$ cat src/rtl/sap_pkg.sv
// -----------------------------------------------------------------------------
// sap_pkg
// Shared types for the SAP-1 controller-sequencer.
//   opcode_t     : instruction opcodes; any value not listed here executes as NOP
//   tstate_t     : one-hot T-state ring value, bit0 = T1
//   T1..T6       : ring constants
//   ctrl_word_t  : the 12 control bits driven into the datapath
//   is_defined_op: true for opcodes that have their own execute sequence
// -----------------------------------------------------------------------------
package sap_pkg;

    typedef enum logic [3:0] {
        OP_LDA = 4'b0000,
        OP_ADD = 4'b0001,
        OP_SUB = 4'b0010,
        OP_OUT = 4'b1110,
        OP_HLT = 4'b1111
    } opcode_t;

    typedef logic [5:0] tstate_t;

    localparam tstate_t T1 = 6'b000001;
    localparam tstate_t T2 = 6'b000010;
    localparam tstate_t T3 = 6'b000100;
    localparam tstate_t T4 = 6'b001000;
    localparam tstate_t T5 = 6'b010000;
    localparam tstate_t T6 = 6'b100000;

    typedef struct packed {
        logic pc_increment;
        logic pc_output_to_bus;
        logic mar_load;
        logic ram_output_to_bus;
        logic ir_load;
        logic ir_output_to_bus;
        logic a_load;
        logic a_output_to_bus;
        logic alu_subtract;
        logic alu_output_to_bus;
        logic b_load;
        logic out_load;
    } ctrl_word_t;

    function automatic logic is_defined_op(input opcode_t op);
        logic defined_s;
        case (op)
            OP_LDA, OP_ADD, OP_SUB, OP_OUT, OP_HLT: defined_s = 1'b1;
            default:                                defined_s = 1'b0;
        endcase
        return defined_s;
    endfunction

endpackage

$ cat src/rtl/sap_ring_counter.sv
// -----------------------------------------------------------------------------
// sap_ring_counter
// One-hot T-state ring. Advances on the falling clock edge so that the
// decoded control word is settled around every rising edge, where the
// datapath loads.
//   clock  in   system clock (ring changes on negedge)
//   reset  in   asynchronous, active-high; forces T1
//   hold   in   keep the current state (halt)
//   jump   in   return to T1 instead of advancing (early instruction end)
//   tstate out  one-hot ring value, bit0 = T1
// -----------------------------------------------------------------------------
module sap_ring_counter
    import sap_pkg::*;
(
    input  logic    clock,
    input  logic    reset,
    input  logic    hold,
    input  logic    jump,
    output tstate_t tstate
);

    tstate_t tstate_r;
    logic    onehot_ok_s;

    // A corrupted ring (zero or multiple bits set) is steered back to T1.
    assign onehot_ok_s = (tstate_r != 6'b000000) &&
                         ((tstate_r & (tstate_r - 6'd1)) == 6'b000000);

    // Ring state: reset to T1, recover from corruption, hold, jump or rotate.
    always_ff @(negedge clock or posedge reset) begin
        if (reset) begin
            tstate_r <= T1;
        end else if (!onehot_ok_s) begin
            tstate_r <= T1;
        end else if (hold) begin
            tstate_r <= tstate_r;
        end else if (jump) begin
            tstate_r <= T1;
        end else begin
            tstate_r <= {tstate_r[4:0], tstate_r[5]};
        end
    end

    assign tstate = tstate_r;

endmodule

$ cat src/rtl/sap_controller.sv
// -----------------------------------------------------------------------------
// sap_controller
// SAP-1 controller-sequencer: steps each instruction through fetch (T1-T3)
// and execute (T4-T6) and decodes {T-state, opcode} into the datapath
// control word. Owns the HLT flag.
// Configuration macro: SAP_SKIP_NOP_EN -- when defined, the ring returns to T1
// right after the last active state of each instruction (LDA 5, ADD/SUB 6,
// OUT 4, NOP 3 clocks); otherwise every instruction takes 6 clocks.
//   clock             in   system clock; ring and halt flag change on negedge
//   reset             in   asynchronous, active-high
//   opcode            in   IR upper nibble
//   pc_increment      out  Cp     pc_output_to_bus  out  Ep
//   mar_load          out  Lm     ram_output_to_bus out  CE
//   ir_load           out  Li     ir_output_to_bus  out  Ei
//   a_load            out  La     a_output_to_bus   out  Ea
//   alu_subtract      out  Su     alu_output_to_bus out  Eu
//   b_load            out  Lb     out_load          out  Lo
//   halted            out  HLT executed; sequencing frozen
//   tstate            out  one-hot ring value, bit0 = T1
// -----------------------------------------------------------------------------
module sap_controller
    import sap_pkg::*;
#(
    parameter int NUM_TSTATES = 6,
    parameter int OPCODE_W    = 4
)
(
    input  logic                   clock,
    input  logic                   reset,
    input  logic [OPCODE_W-1:0]    opcode,
    output logic                   pc_increment,
    output logic                   pc_output_to_bus,
    output logic                   mar_load,
    output logic                   ram_output_to_bus,
    output logic                   ir_load,
    output logic                   ir_output_to_bus,
    output logic                   a_load,
    output logic                   a_output_to_bus,
    output logic                   alu_subtract,
    output logic                   alu_output_to_bus,
    output logic                   b_load,
    output logic                   out_load,
    output logic                   halted,
    output logic [NUM_TSTATES-1:0] tstate
);

    opcode_t    op_s;
    tstate_t    tstate_s;
    ctrl_word_t ctrl_s;
    logic       halted_r;
    logic       halt_now_s;
    logic       hold_s;
    logic       jump_s;

    assign op_s       = opcode_t'(opcode);
    assign halt_now_s = (tstate_s == T4) && (op_s == OP_HLT) && !halted_r;
    assign hold_s     = halted_r || halt_now_s;

    sap_ring_counter u_ring (
        .clock  (clock),
        .reset  (reset),
        .hold   (hold_s),
        .jump   (jump_s),
        .tstate (tstate_s)
    );

`ifdef SAP_SKIP_NOP_EN
    // Early return to T1 once the instruction has no further active states.
    always_comb begin
        jump_s = 1'b0;
        case (tstate_s)
            T3:      jump_s = !is_defined_op(op_s);
            T4:      jump_s = (op_s == OP_OUT);
            T5:      jump_s = (op_s == OP_LDA);
            default: jump_s = 1'b0;
        endcase
    end
`else
    assign jump_s = 1'b0;
`endif

    // Halt flag: set at the negedge that ends T4 of HLT, cleared only by reset.
    always_ff @(negedge clock or posedge reset) begin
        if (reset) begin
            halted_r <= 1'b0;
        end else if (halt_now_s) begin
            halted_r <= 1'b1;
        end else begin
            halted_r <= halted_r;
        end
    end

    // Control word decode; forced quiet during reset and after HLT so no
    // bus driver is ever enabled in those conditions.
    always_comb begin
        ctrl_s = '0;
        if (reset || halted_r) begin
            ctrl_s = '0;
        end else begin
            case (tstate_s)
                T1: begin
                    ctrl_s.pc_output_to_bus = 1'b1;
                    ctrl_s.mar_load         = 1'b1;
                end
                T2: ctrl_s.pc_increment = 1'b1;
                T3: begin
                    ctrl_s.ram_output_to_bus = 1'b1;
                    ctrl_s.ir_load           = 1'b1;
                end
                T4: begin
                    case (op_s)
                        OP_LDA, OP_ADD, OP_SUB: begin
                            ctrl_s.ir_output_to_bus = 1'b1;
                            ctrl_s.mar_load         = 1'b1;
                        end
                        OP_OUT: begin
                            ctrl_s.a_output_to_bus = 1'b1;
                            ctrl_s.out_load        = 1'b1;
                        end
                        default: ctrl_s = '0;
                    endcase
                end
                T5: begin
                    case (op_s)
                        OP_LDA: begin
                            ctrl_s.ram_output_to_bus = 1'b1;
                            ctrl_s.a_load            = 1'b1;
                        end
                        OP_ADD, OP_SUB: begin
                            ctrl_s.ram_output_to_bus = 1'b1;
                            ctrl_s.b_load            = 1'b1;
                        end
                        default: ctrl_s = '0;
                    endcase
                end
                T6: begin
                    case (op_s)
                        OP_ADD: begin
                            ctrl_s.alu_output_to_bus = 1'b1;
                            ctrl_s.a_load            = 1'b1;
                        end
                        OP_SUB: begin
                            ctrl_s.alu_subtract      = 1'b1;
                            ctrl_s.alu_output_to_bus = 1'b1;
                            ctrl_s.a_load            = 1'b1;
                        end
                        default: ctrl_s = '0;
                    endcase
                end
                default: ctrl_s = '0;
            endcase
        end
    end

    assign pc_increment      = ctrl_s.pc_increment;
    assign pc_output_to_bus  = ctrl_s.pc_output_to_bus;
    assign mar_load          = ctrl_s.mar_load;
    assign ram_output_to_bus = ctrl_s.ram_output_to_bus;
    assign ir_load           = ctrl_s.ir_load;
    assign ir_output_to_bus  = ctrl_s.ir_output_to_bus;
    assign a_load            = ctrl_s.a_load;
    assign a_output_to_bus   = ctrl_s.a_output_to_bus;
    assign alu_subtract      = ctrl_s.alu_subtract;
    assign alu_output_to_bus = ctrl_s.alu_output_to_bus;
    assign b_load            = ctrl_s.b_load;
    assign out_load          = ctrl_s.out_load;
    assign halted            = halted_r;
    assign tstate            = tstate_s;

endmodule

$ cat config.mk
export PLATFORM = sky130hd
export DESIGN_NAME = sap_controller
export DESIGN_NICKNAME = d
export VERILOG_FILES = /design/src/rtl/sap_pkg.sv /design/src/rtl/sap_ring_counter.sv /design/src/rtl/sap_controller.sv
export SDC_FILE = /design/constraint.sdc
export NUM_CORES = 1
export LEC_CHECK = 0
export CORE_ASPECT_RATIO = 0.8
export CORE_MARGIN = 5
export CORE_UTILIZATION = 30
export CTS_BUF_LIST = sky130_fd_sc_hd__clkbuf_2 sky130_fd_sc_hd__clkbuf_4 sky130_fd_sc_hd__clkbuf_8
export CTS_CLUSTER_DIAMETER = 150
export DETAILED_ROUTE_END_ITERATION = 10
export SLEW_MARGIN = 20
export SYNTH_ARGS = -nofsm -noshare
export SYNTH_HDL_FRONTEND = slang
export SYNTH_SLANG_ARGS = --single-unit
$ cat constraint.sdc
create_clock -name clock -period 1.55 [get_ports clock]
set_input_delay 0.155 -clock clock [delete_from_list [all_inputs] [get_ports clock]]
set_output_delay 0.155 -clock clock [all_outputs]
set_load 0.02 [all_outputs]
==> flow_summary.toml <==
[timing]
finalWorstSetupSlack_ps = -1200
setup_viol = 26
slew_headroom = 0.815
rsz0062_at_grt = "yes"
finClkSkew_ps = 47.5
hold_viol = 0
slew_violations = 0
worstMarginPinSlew_ps = 276

[pwr]
power_leakage_nw = 0.673
p_per_area_nw_per_um2 = 1690
ir_worst_vdd_uv = 1480

[routing]
drtIter0Drc = 21
viasPerCell = 5.03
drt-total-wl_mm = 2.37
vias = 804
antenna_left = 0
route.detailed.wl_per_inst_um = 14.8
drt_pass1_iterations = 4
drc_errors = 0

[place]
hpwl_mm = 1.45
dp_cells = 137
routabilityCongestion = 0.782
numPortBuffers = 24
place_ws_ps = -1370

[cells_and_area]
drive_above_1_share = 0.706
postLayoutCoreUtil = 0.733
fin_nets = 143
layout.cells.non_filler = 160
diodes = 0
area.growth.synth_to_final_pct = 126

[synth]
syn_nets = 79
synth-async-reset-ratio = 1.00
ys_seq_elements = 7
synth.avg_cell_area_um2 = 8.55
synth_edf_count = 0
synth.distinct_cells = 35
yosys_warnings = 0
ys_seq_area_frac = 0.283
synthCells = 73
syn_area_um2 = 624
synth_ff_type = "dfrtn_1"

[clock_tree]
hold_buffers = 0
clockBufferDepth = 2
clkTransAtPathRegs_ps = 40
clock-root-buffer = "clkbuf_4"
htree_levels = 1
cts_buffers = 3
clk_latency_ps = 310
cts_tree = "yes"
clock_sinks = 7

[run_status]
violations = "setup timing"
status = "finished, violations left"

[grt]
grt_pass1_wl_mm = 3.58
antenna_found_initial = 0
track_usage = 0.152
grt_pass1_vias = 771
grt-ovfl-total = 0
grt_max_degree = 11

[floorplanning]
die_w_um = 61.0
start_util = 0.324
core_area_um2 = 1930
ioPinCount = 25
die_h_um = 50.8
dieArea_um2 = 3100
rows = 14

[worst_setup_path]
start_kind = "register"
end_kind = "primary output"
crit_type = "register to primary output"
crit_path_max_fanout = 2
critPathArrivalTime_ps = 2600
cp.required_ps = 1390

[run]
drv_cap = 0

[worst_hold_path]
hold_path.class = "register to register"
==> cells in the final DEF, fill, tap and decap left out, types with 2 or more instances in the layout <==
cell,Yosys,layout
nor4_4,1,2
inv_1,2,2
nand4_1,2,2
clkbuf_4,0,3
mux2i_1,3,3
nand3b_1,2,2
dlygate4sd2_1,0,2
dfrtn_1,6,6
buf_6,2,29
nor3_4,0,3
nor2_4,0,2
or2_1,3,2
nor2b_1,3,2
nor2_1,9,6
nand3_1,2,2
o21bai_1,3,2
buf_4,1,35
==> worst max-delay path, cell delays in order (launching register included) <==
cell,delay (ps)
dfrtn_1,330
or2_1,250
or4_4,510
buf_4,160
nor3b_2,160
buf_4,160
==> flip-flops by register name (all words and copies together) (netlist names) <==
name	cells
u_ring.tstate	6
halted	1
==> synthesized netlist by cell type, drive strengths merged, types with 2 or more instances <==
cell type,instances,area share
nor2,9,0.054
buf,8,0.088
dfrtn,6,0.24
nor3,4,0.032
mux2i,3,0.048
nand2,3,0.018
nor2b,3,0.030
o21bai,3,0.036
or2,3,0.030
a21oi,2,0.016
inv,2,0.012
nand2b,2,0.020
nand3,2,0.016
nand3b,2,0.024
nand4,2,0.020
nor3b,2,0.032
nor4,2,0.044
or3,2,0.020
==> cells by family after synthesis <==
family                 after synthesis  synth area share
XOR/XNOR                             1            0.0140
AO/OA/AOI/OAI                       11             0.140
flip-flops                           7             0.283
AND/OR/NAND/NOR                     41             0.415
buffers and inverters               10             0.100
multiplexers                         3            0.0481
==> path summary, 6_finish.rpt <==
| path | from | to | slack [ps] | cells past startpoint |
|---|---|---|---|---|
| setup / recovery | u_ring.tstate[3]$_DFFE_NP0P_ | pc_increment | -1200 | 5 |
| hold / removal | u_ring.tstate[3]$_DFFE_NP0P_ | u_ring.tstate[3]$_DFFE_NP0P_ | 670 | 3 |
| setup reg to reg | u_ring.tstate[0]$_DFFE_NP1P_ | u_ring.tstate[0]$_DFFE_NP1P_ | -320 | 7 |
| hold reg to reg | u_ring.tstate[3]$_DFFE_NP0P_ | u_ring.tstate[3]$_DFFE_NP0P_ | 670 | 3 |
| max in group asynchronous | reset | u_ring.tstate[4]$_DFFE_NP0P_ | 530 | 3 |
| min in group asynchronous | reset | u_ring.tstate[5]$_DFFE_NP0P_ | 880 | 3 |
==> per-layer routing <==
layer | GRT usage | wire length, um | vias to the layer above
li1 | - | - | 389
met1 | 0.230 | 1090 | 388
met2 | 0.230 | 1160 | 25
met3 | 0.0154 | 107 | 2
met4 | 0.0325 | 19 | 0
met5 | 0 | 0 | -
==> repair_timing <==
item                       in CTS  in global routing
setup endpoints to repair      26                 26
pin swaps                      17                  8
setup buffers                  14                 11
gates resized for setup       146                 17
==> cell type report <==
type | count | area [um^2]
Sequential cell | 7 | 176
Timing Repair Buffer | 67 | 617
Clock inverter | 2 | 8.76
Fill cell | 125 | 514
Clock buffer | 3 | 22.5
Tap cell | 24 | 30.0
Inverter | 1 | 3.75
Multi-Input combinational cell | 56 | 554
==> metrics by stage <==
stage | power (mW) | setup TNS [ps] | area [um^2] | hold slack, ps
after floorplan | 1.14 | -12100 | 696 | 476
after global placement | 1.59 | -21980 | 1080 | 585
after detailed placement | 1.59 | -22030 | 1080 | 589
after CTS | 2.19 | -16260 | 1320 | 661
after global routing | 2.53 | -18600 | 1410 | 728
final | 2.39 | -16990 | 1410 | 672
==> report_power, final <==
part | internal [mW] | leakage (nW) | switching, mW
registers | 0.261 | 0.0922 | 0.0836
clock network | 0.0979 | 0.0230 | 0.0785
logic | 1.05 | 0.558 | 0.818
No activity file was read; power rests on OpenSTA's default activity.
